--- config.mk ---
export PLATFORM = sky130hd
export DESIGN_NAME = ble_uart_rx
export DESIGN_NICKNAME = d
export VERILOG_FILES = /design/src/rtl/ble_uart_pkg.sv /design/src/rtl/ble_uart_rx_sync_fifo.sv /design/src/rtl/ble_uart_rx.sv
export SDC_FILE = /design/constraint.sdc
export NUM_CORES = 1
export LEC_CHECK = 0
export ABC_CLOCK_PERIOD_IN_PS = 3600
export CAP_MARGIN = 40
export CORE_MARGIN = 3
export CORE_UTILIZATION = 35
export DETAILED_ROUTE_END_ITERATION = 8
export GPL_TIMING_DRIVEN = 0
export PLACE_DENSITY = 0.61
export SLEW_MARGIN = 5
export SYNTH_ARGS = -nofsm -noshare
export SYNTH_HDL_FRONTEND = slang
export SYNTH_HIERARCHICAL = 1
export SYNTH_SLANG_ARGS = --single-unit
--- constraint.sdc ---
create_clock -name clk -period 3.6 [get_ports clk]
set_input_delay 0.9 -clock clk [delete_from_list [all_inputs] [get_ports clk]]
set_output_delay 0.9 -clock clk [all_outputs]
set_load 0.03 [all_outputs]
--- src/rtl/ble_uart_pkg.sv ---
// Shared types and helpers for the BLE PMOD UART receive path.
package ble_uart_pkg;

  typedef enum logic [1:0] {
    IDLE,
    START,
    DATA,
    STOP
  } ble_rx_state_t;

  // Clock cycles per bit, rounded to nearest.
  function automatic int unsigned bit_cycles(input int unsigned clk_hz, input int unsigned baud);
    return (clk_hz + baud / 2) / baud;
  endfunction

endpackage

--- src/rtl/ble_uart_rx_sync_fifo.sv ---
// First-word-fall-through synchronous FIFO; a push into a full FIFO is
// accepted only when a pop happens in the same cycle.
module sync_fifo #(
  parameter int unsigned WIDTH = 8,
  parameter int unsigned DEPTH = 16
) (
  input  logic                         clk,
  input  logic                         rstn,
  input  logic                         push,
  input  logic [WIDTH-1:0]             din,
  input  logic                         pop,
  output logic [WIDTH-1:0]             dout,
  output logic                         full,
  output logic                         empty,
  output logic [$clog2(DEPTH+1)-1:0]   count
);

  localparam int unsigned AW = $clog2(DEPTH);
  localparam int unsigned CW = $clog2(DEPTH + 1);

  logic [WIDTH-1:0] mem [DEPTH];
  logic [AW-1:0]    wr_ptr;
  logic [AW-1:0]    rd_ptr;
  logic             push_ok;
  logic             pop_ok;

  // Status flags, accept qualifiers and head-of-queue output.
  always_comb begin
    empty   = (count == '0);
    full    = (count == CW'(DEPTH));
    pop_ok  = pop & ~empty;
    push_ok = push & (~full | pop_ok);
    dout    = empty ? '0 : mem[rd_ptr];
  end

  // Pointers and occupancy.
  always_ff @(posedge clk or negedge rstn) begin
    if (!rstn) begin
      wr_ptr <= '0;
      rd_ptr <= '0;
      count  <= '0;
    end else begin
      if (push_ok) wr_ptr <= wr_ptr + AW'(1);
      if (pop_ok)  rd_ptr <= rd_ptr + AW'(1);
      count <= count + CW'(push_ok) - CW'(pop_ok);
    end
  end

  // Storage array; contents are don't-care until written.
  always_ff @(posedge clk) begin
    if (push_ok) mem[wr_ptr] <= din;
  end

endmodule

--- src/rtl/ble_uart_rx.sv ---
// BLE PMOD UART receiver: 8N1 deserialiser, receive FIFO, RTS flow control
// and sticky error flags.
module ble_uart_rx
  import ble_uart_pkg::*;
#(
  parameter int unsigned CLK_FREQ_HZ = 50_000_000,
  parameter int unsigned BAUD        = 115200,
  parameter int unsigned FIFO_DEPTH  = 16,
  parameter int unsigned RTS_THRESH  = 12
) (
  input  logic                              clk,
  input  logic                              rstn,
  input  logic                              i_rxd,
  output logic                              o_rts_n,
  output logic [7:0]                        o_data,
  output logic                              o_valid,
  input  logic                              i_ready,
  output logic [$clog2(FIFO_DEPTH+1)-1:0]   o_count,
  output logic                              o_frame_err,
  output logic                              o_overrun,
  input  logic                              i_clr_err
);

  localparam int unsigned BIT_CYC = bit_cycles(CLK_FREQ_HZ, BAUD);
  localparam int unsigned TW      = $clog2(BIT_CYC);
  localparam int unsigned CW      = $clog2(FIFO_DEPTH + 1);
  localparam logic [TW-1:0] HALF_LOAD = TW'(BIT_CYC / 2 - 1);
  localparam logic [TW-1:0] FULL_LOAD = TW'(BIT_CYC - 1);
  localparam logic [CW-1:0] RTS_LEVEL = CW'(RTS_THRESH);

  if (BIT_CYC < 4) begin : g_bad_baud
    $error("ble_uart_rx: bit period below 4 clock cycles");
  end
  if (FIFO_DEPTH < 2 || (FIFO_DEPTH & (FIFO_DEPTH - 1)) != 0) begin : g_bad_depth
    $error("ble_uart_rx: FIFO_DEPTH must be a power of two >= 2");
  end
  if (RTS_THRESH < 1 || RTS_THRESH > FIFO_DEPTH) begin : g_bad_thresh
    $error("ble_uart_rx: RTS_THRESH out of range");
  end

  logic          sync_1;
  logic          rx_s;
  logic          live_1;
  logic          live_2;
  logic          rx_prev;
  ble_rx_state_t state;
  logic [TW-1:0] timer;
  logic [2:0]    bit_idx;
  logic [7:0]    shreg;
  logic          expire;
  logic          fall;
  logic          push;
  logic          stop_bad;
  logic          pop;
  logic          overrun_set;
  logic          fifo_full;
  logic          fifo_empty;

  // rx_prev only counts as high once the synchroniser holds a real line
  // sample (live_2), so a line held low across reset release is never
  // mistaken for a start edge.
  always_ff @(posedge clk or negedge rstn) begin
    if (!rstn) begin
      sync_1  <= 1'b1;
      rx_s    <= 1'b1;
      live_1  <= 1'b0;
      live_2  <= 1'b0;
      rx_prev <= 1'b0;
    end else begin
      sync_1  <= i_rxd;
      rx_s    <= sync_1;
      live_1  <= 1'b1;
      live_2  <= live_1;
      rx_prev <= rx_s & live_2;
    end
  end

  // Frame-level decode of the synchronised line.
  always_comb begin
    o_valid     = ~fifo_empty;
    expire      = (timer == '0);
    fall        = rx_prev & ~rx_s;
    push        = (state == STOP) & expire & rx_s;
    stop_bad    = (state == STOP) & expire & ~rx_s;
    pop         = o_valid & i_ready;
    overrun_set = push & fifo_full & ~pop;
  end

  // Receive FSM with mid-bit sampling timer and LSB-first shift register.
  always_ff @(posedge clk or negedge rstn) begin
    if (!rstn) begin
      state   <= IDLE;
      timer   <= '0;
      bit_idx <= '0;
      shreg   <= '0;
    end else begin
      case (state)
        IDLE: begin
          if (fall) begin
            state <= START;
            timer <= HALF_LOAD;
          end
        end
        START: begin
          if (!expire) begin
            timer <= timer - TW'(1);
          end else if (!rx_s) begin
            state   <= DATA;
            timer   <= FULL_LOAD;
            bit_idx <= '0;
          end else begin
            state <= IDLE;
          end
        end
        DATA: begin
          if (!expire) begin
            timer <= timer - TW'(1);
          end else begin
            shreg <= {rx_s, shreg[7:1]};
            timer <= FULL_LOAD;
            if (bit_idx == 3'd7) state <= STOP;
            else                 bit_idx <= bit_idx + 3'd1;
          end
        end
        STOP: begin
          if (!expire) timer <= timer - TW'(1);
          else         state <= IDLE;
        end
        default: state <= IDLE;
      endcase
    end
  end

  // Sticky error flags; a set event in the same cycle as a clear wins.
  always_ff @(posedge clk or negedge rstn) begin
    if (!rstn) begin
      o_frame_err <= 1'b0;
      o_overrun   <= 1'b0;
    end else begin
      o_frame_err <= stop_bad    | (o_frame_err & ~i_clr_err);
      o_overrun   <= overrun_set | (o_overrun   & ~i_clr_err);
    end
  end

  // RTS follows occupancy one cycle behind the count register.
  always_ff @(posedge clk or negedge rstn) begin
    if (!rstn) o_rts_n <= 1'b1;
    else       o_rts_n <= (o_count >= RTS_LEVEL);
  end

  sync_fifo #(
    .WIDTH (8),
    .DEPTH (FIFO_DEPTH)
  ) u_fifo (
    .clk   (clk),
    .rstn  (rstn),
    .push  (push),
    .din   (shreg),
    .pop   (pop),
    .dout  (o_data),
    .full  (fifo_full),
    .empty (fifo_empty),
    .count (o_count)
  );

endmodule

Word level (Yosys, flattened, before mapping) --
Memory sizes are Yosys's and may differ from the RTL's. Cells that the tools add are included.
Word-level totals: flip-flop bits (word level) 43, latch bits 0, bits in writable memories 128, memory bits (read-only) 0, input port bits 5, output and inout port bits 17, logic and storage cells 86, memories 1
Operators by class: add/sub/neg operators 6, multiply operators 0, divide/modulo/power cells 0, $lt $le $gt $ge 1, eq/ne operators 14, shifts and indexed selects 0, muxes and demuxes 21, bitwise gates (word level) 20, reductions and logical operators 8
Memories:
- u_fifo.mem | words 16, bits a word 8, read ports 1, clocked after Yosys merged registers in 0, wr ports 1, RTL line ble_uart_rx_sync_fifo.sv:21 | logic [WIDTH-1:0] mem [DEPTH];
Operator list (count):
- 2-to-1 mux 9 bit | 5
- case mux 9 bit (4 select lines) | 1
- != test 2 bit, second input constant | 8
- bitwise AND 1 bit | 12
- 2-to-1 mux 2 bit | 6
- 2-to-1 mux 3 bit | 4
- AND reduction 5 bit | 2
- logical NOT 9 bit | 1
- subtractor 9 x 1 -> 9 bit, second input constant | 1
- adder 4 x 1 -> 4 bit, second input constant | 2
- 2-to-1 mux 8 bit | 1
- case mux 2 bit (4 select lines) | 1
- case mux 3 bit (2 select lines) | 1
- adder 5 x 1 -> 5 bit | 1
- == test 5 bit, second input constant | 1
- >= comparator 5 x 4 -> 1 bit, second input constant | 1
- logical NOT 5 bit | 1
- inverter 1 bit | 5
- subtractor 5 x 1 -> 5 bit | 1
- == test 2 bit, second input constant | 2
- adder 3 x 1 -> 3 bit, second input constant | 1
- == test 3 bit, second input constant | 1
- != test 3 bit, second input constant | 1
- bitwise OR 1 bit | 3
- other kinds (6) | 7

Logic depth before layout (Yosys ltp) --
depth in word-level cells 8, gate-level depth with buffers 15, depth with buffers taken out 15

By module --
The synthesis kept the hierarchy.
Modules (own cells, without submodules):
- sync_fifo | times used 1, cells an instance 289, area each 5789.3 um2, seq. area each 4169.0 um2
- ble_uart_rx | times used 1, cells an instance 159, area each 1677.9 um2, seq. area each 754.5 um2

Least setup slack after synthesis --
Ideal clock, no wire load.
path type flip-flop to flip-flop, start point register timer[0], end point register u_fifo.count[4], setup time 0.123 ns, arrival 3.123 ns, data required time 3.477 ns, slack 0.354 ns, stages on the path, launching flop included 16, path buffers 0, period minus slack after synthesis 3.246 ns, cells stage by stage dfrtp_1 > inv_1 > ha_1 > or4b_4 > nor2_2 > and3_1 > a21boi_2 > inv_1 > ha_1 > inv_1 > ha_1 > fa_1 > a21oi_1 > nor2_1 > nor2_1 > xnor2_1
On the way: word-level cells in the longest chain between the ends 6
Ends and longest elaborated chain:
- from (decl) | RTL line ble_uart_rx.sv:47 | logic [TW-1:0] timer;
- from (signal assigned) | RTL line ble_uart_rx.sv:106 | timer <= timer - TW'(1);
- from (signal assigned) | RTL line ble_uart_rx.sv:117 | timer <= timer - TW'(1);
- from (signal assigned) | RTL line ble_uart_rx.sv:126 | if (!expire) timer <= timer - TW'(1);
- logical NOT 9 bit | RTL line ble_uart_rx.sv:81 | expire = (timer == '0);
- bitwise AND 1 bit (2 in series) | RTL line ble_uart_rx.sv:83 | push = (state == STOP) & expire & rx_s;
- named net push | RTL line ble_uart_rx.sv:52 | logic push;
- bitwise AND 1 bit | RTL line ble_uart_rx_sync_fifo.sv:32 | push_ok = push & (~full | pop_ok);
- adder 5 x 1 -> 5 bit | RTL line ble_uart_rx_sync_fifo.sv:45 | count <= count + CW'(push_ok) - CW'(pop_ok);
- subtractor 5 x 1 -> 5 bit | RTL line ble_uart_rx_sync_fifo.sv:45
- to (signal assigned) | RTL line ble_uart_rx_sync_fifo.sv:45
- to (decl) | RTL line ble_uart_rx_sync_fifo.sv:15 | output logic [$clog2(DEPTH+1)-1:0] count
The timed path passes the listed nets, and every way through them passes these cells. A chain may end at the register's enable or synchronous reset.

Worst setup path after layout --
start point register u_fifo.rd_ptr[1], end point output port o_data[5]
On the way: word-level cells in the longest chain between the ends 2
Ends and longest elaborated chain:
- from (decl) | RTL line ble_uart_rx_sync_fifo.sv:23 | logic [AW-1:0] rd_ptr;
- from (signal assigned) | RTL line ble_uart_rx_sync_fifo.sv:44 | if (pop_ok) rd_ptr <= rd_ptr + AW'(1);
- memory read (16 x 8 bit)
- 2-to-1 mux 8 bit | RTL line ble_uart_rx_sync_fifo.sv:33 | dout = empty ? '0 : mem[rd_ptr];
- to (decl) | RTL line ble_uart_rx.sv:15 | output logic [7:0] o_data,
Every way passes these cells.

==> metrics <==
Max-Cap Viols=0; Final WS setup=around 0.12 ns; share of cells above drive strength 1=0.178; Peak supply drop=0.459 mV; register bit total from synthesis=171; worst skew pair latency=~0.43 ns; clock sink count=171; layout overhead on the synthesized area=16.5%; main flop type after synthesis=edfxtp_1; period utilization=0.966; synth unique cells=65; Setup crit start kind=flop; hold-fix buffer count after cts=0; critical path fanouts, max=10; placed instance count=744; syn_area_per_cell=16.7 µm²; initial antenna violation count=0; die area=23100 µm²; Data arrival, critical path=2.58 ns; Fill cells=1822; vias in the first global route=4143; RSZ-0062 raised after global routing=false; initial core utilization=0.362; first-pass GRT wire length=about 24000 µm; Max Fclk=0.288 GHz; met1 usage=0.183; PD cells=between 700 and 800 nW/µm²; RD Place Congestion=between 0.8 and 0.9; Final Hold Fails=0; commonest non-fill, non-tap cell in the layout=edfxtp_1; post-route ant nets=0; post-synthesis cell area=roughly 7500 µm²; Slew HR=0.409; drt wl/cell=around 19 µm; WS Path Type=flop to output pin; GR Util All Layers=0.132; M3 GR Usage=0.0313; CORE AREA=~21000 µm²; final setup fails=0; Num CTS Buffers=17; Syn Nets=474; Worst-Margin Slew=about 0.9 ns; Leak=3.20 nW; commonest non-fill, non-tap cells in the layout=128 x edfxtp_1, 40 x dfrtp_1, 21 x nor2_1; die height=~150 µm; Worst-path clk slew=approximately 0.070 ns; Post-synth EDFFs=approximately 130; hpwl dp=9840 µm; DR vias=4047; pre-CTS WS=-0.119 ns; grt ovf=0; Detailed Routing Iterations Pass 1=4; # diodes=0; CTS tree=yes; Port Buffers=21; Detailed Route Iter0 Violations=about 200; row count=52; Slew Viols, Final=0; post-DR vias/cell=between 5 and 6; largest net degree at the start of global routing=34; met2 GRT Util=0.210; top-level I/O count=22; Setup crit end kind=output pin; status=complete, no violations; fin nets=524; Die Wd=152 µm; minimum clock period=3.48 ns; Clock Root Buffer=clkbuf_16; non-filler cells, final=781; DRC=0; Clock Tree Buf Depth=2; final hold slack=0.345 ns; DRT Wirelength=14900 µm; Setup Skew=0.0179 ns; H-tree depth=4; Cells after Synth=448; sequential-to-total area share from yosys stat=0.659; critical path required time=roughly 2.7 ns; busiest layer in global routing=met2; final core utilization=0.422; Yosys warning total=6; class of the worst hold path=primary input to asynchronous set/reset pin; Synth async-reset ratio=0.251
-- critical path, stage by stage (launching register included) --
cell,delay [ns]
dfrtp_1,0.36
buf_6,0.16
buf_12,0.15
mux4_2,0.50
nor2b_1,0.16
a211oi_1,0.35
a211oi_1,0.10
dlygate4sd2_1,0.37
-- routing by layer --
| metal | vias to the layer above | share of wire |
|---|---|---|
| met5 | - | 0 |
| met4 | 0 | 0.0098 |
| met3 | 13 | 0.046 |
| met2 | 104 | 0.49 |
| met1 | 2065 | 0.45 |
| li1 | 1865 | - |
-- cells in the mapped netlist (8+ instances only) --
master / n / area share
mux4_2: 19 / 0.057
dfrtp_1: 40 / 0.13
o21ai_0: 11 / 0.0074
mux4_1: 13 / 0.046
mux2i_1: 9 / 0.012
nor2_1: 21 / 0.011
nor2b_1: 16 / 0.013
nand2_1: 18 / 0.0090
edfxtp_1: 128 / 0.51
ha_1: 20 / 0.034
a211oi_1: 18 / 0.018
xnor2_1: 8 / 0.0094
inv_1: 17 / 0.0085
-- state kept, by name (all words and copies together), names as in the netlist, 3 cells and up, named ones only --
| signal | count |
|---|---|
| u_fifo/rd_ptr | 4 |
| timer | 9 |
| u_fifo/mem | 128 |
| u_fifo/wr_ptr | 4 |
| shreg | 8 |
| u_fifo/count | 5 |
| bit_idx | 3 |
-- kinds of logic (layout without fill, tap and decap cells) --
| kind of cell | count (synthesis) | count (layout) | synth area share |
|---|---|---|---|
| XOR/XNOR | 11 | 11 | 0.0129 |
| multiplexers | 51 | 51 | 0.130 |
| other | 1 | 1 | 0.000502 |
| AO/OA/AOI/OAI | 68 | 68 | 0.0667 |
| buffers and inverters | 37 | 100 | 0.0273 |
| AND/OR/NAND/NOR | 88 | 88 | 0.0669 |
| adder cells (fa/ha/maj) | 21 | 21 | 0.0362 |
| flip-flops | 171 | 171 | 0.659 |
-- timing repair --
| item | in CTS | in global routing |
|---|---|---|
| setup endpoints to repair | 18 | 17 |
| pin swaps | 0 | 1 |
| setup buffers | 0 | 5 |
| gates resized for setup | 11 | 1 |
-- metrics by stage --
step	power, mW	setup TNS, ns	cell area (µm²)
2_1_floorplan	4.03	0	7470
3_3_place_gp	4.64	-7.14	8020
3_5_place_dp	4.70	-0.556	8060
4_1_cts	6.42	0	8630
5_1_grt	6.73	0	8700
6_report	6.38	0	8700
-- area by class of cell --
cell class | instances | area [µm²] | area share
Timing Repair Buffer | 31 | 305 | 0.0351
Sequential cell | 171 | 4920 | 0.566
Buffer | 20 | 146 | 0.0168
Clock buffer | 18 | 429 | 0.0493
Tap cell | 270 | 338 | 0.0388
Multi-Input combinational cell | 240 | 2350 | 0.270
Clock inverter | 14 | 140 | 0.0161
Inverter | 17 | 63.8 | 0.00734
-- worst paths after layout --
| path | cells after the start | start | end | slack (ns) |
|---|---|---|---|---|
| max in group asynchronous | 2 | rstn | o_rts_n | 2.71 |
| hold / removal | 1 | rstn | state[0] | 0.35 |
| hold reg to reg | 0 | live_1 | live_2 | 0.35 |
| setup / recovery | 7 | u_fifo/rd_ptr[1] | o_data[5] | 0.12 |
| setup reg to reg | 15 | timer[0] | u_fifo/count[4] | 0.24 |
| min in group clk | 0 | live_1 | live_2 | 0.35 |
-- where the power goes --
group | total (mW) | leakage (nW) | switching [mW] | internal (mW)
combinational | 2.24 | 1.18 | 1.29 | 0.959
sequential | 2.38 | 1.75 | 0.138 | 2.24
clock | 1.75 | 0.273 | 0.785 | 0.969
(Power assumes the default switching activity.)
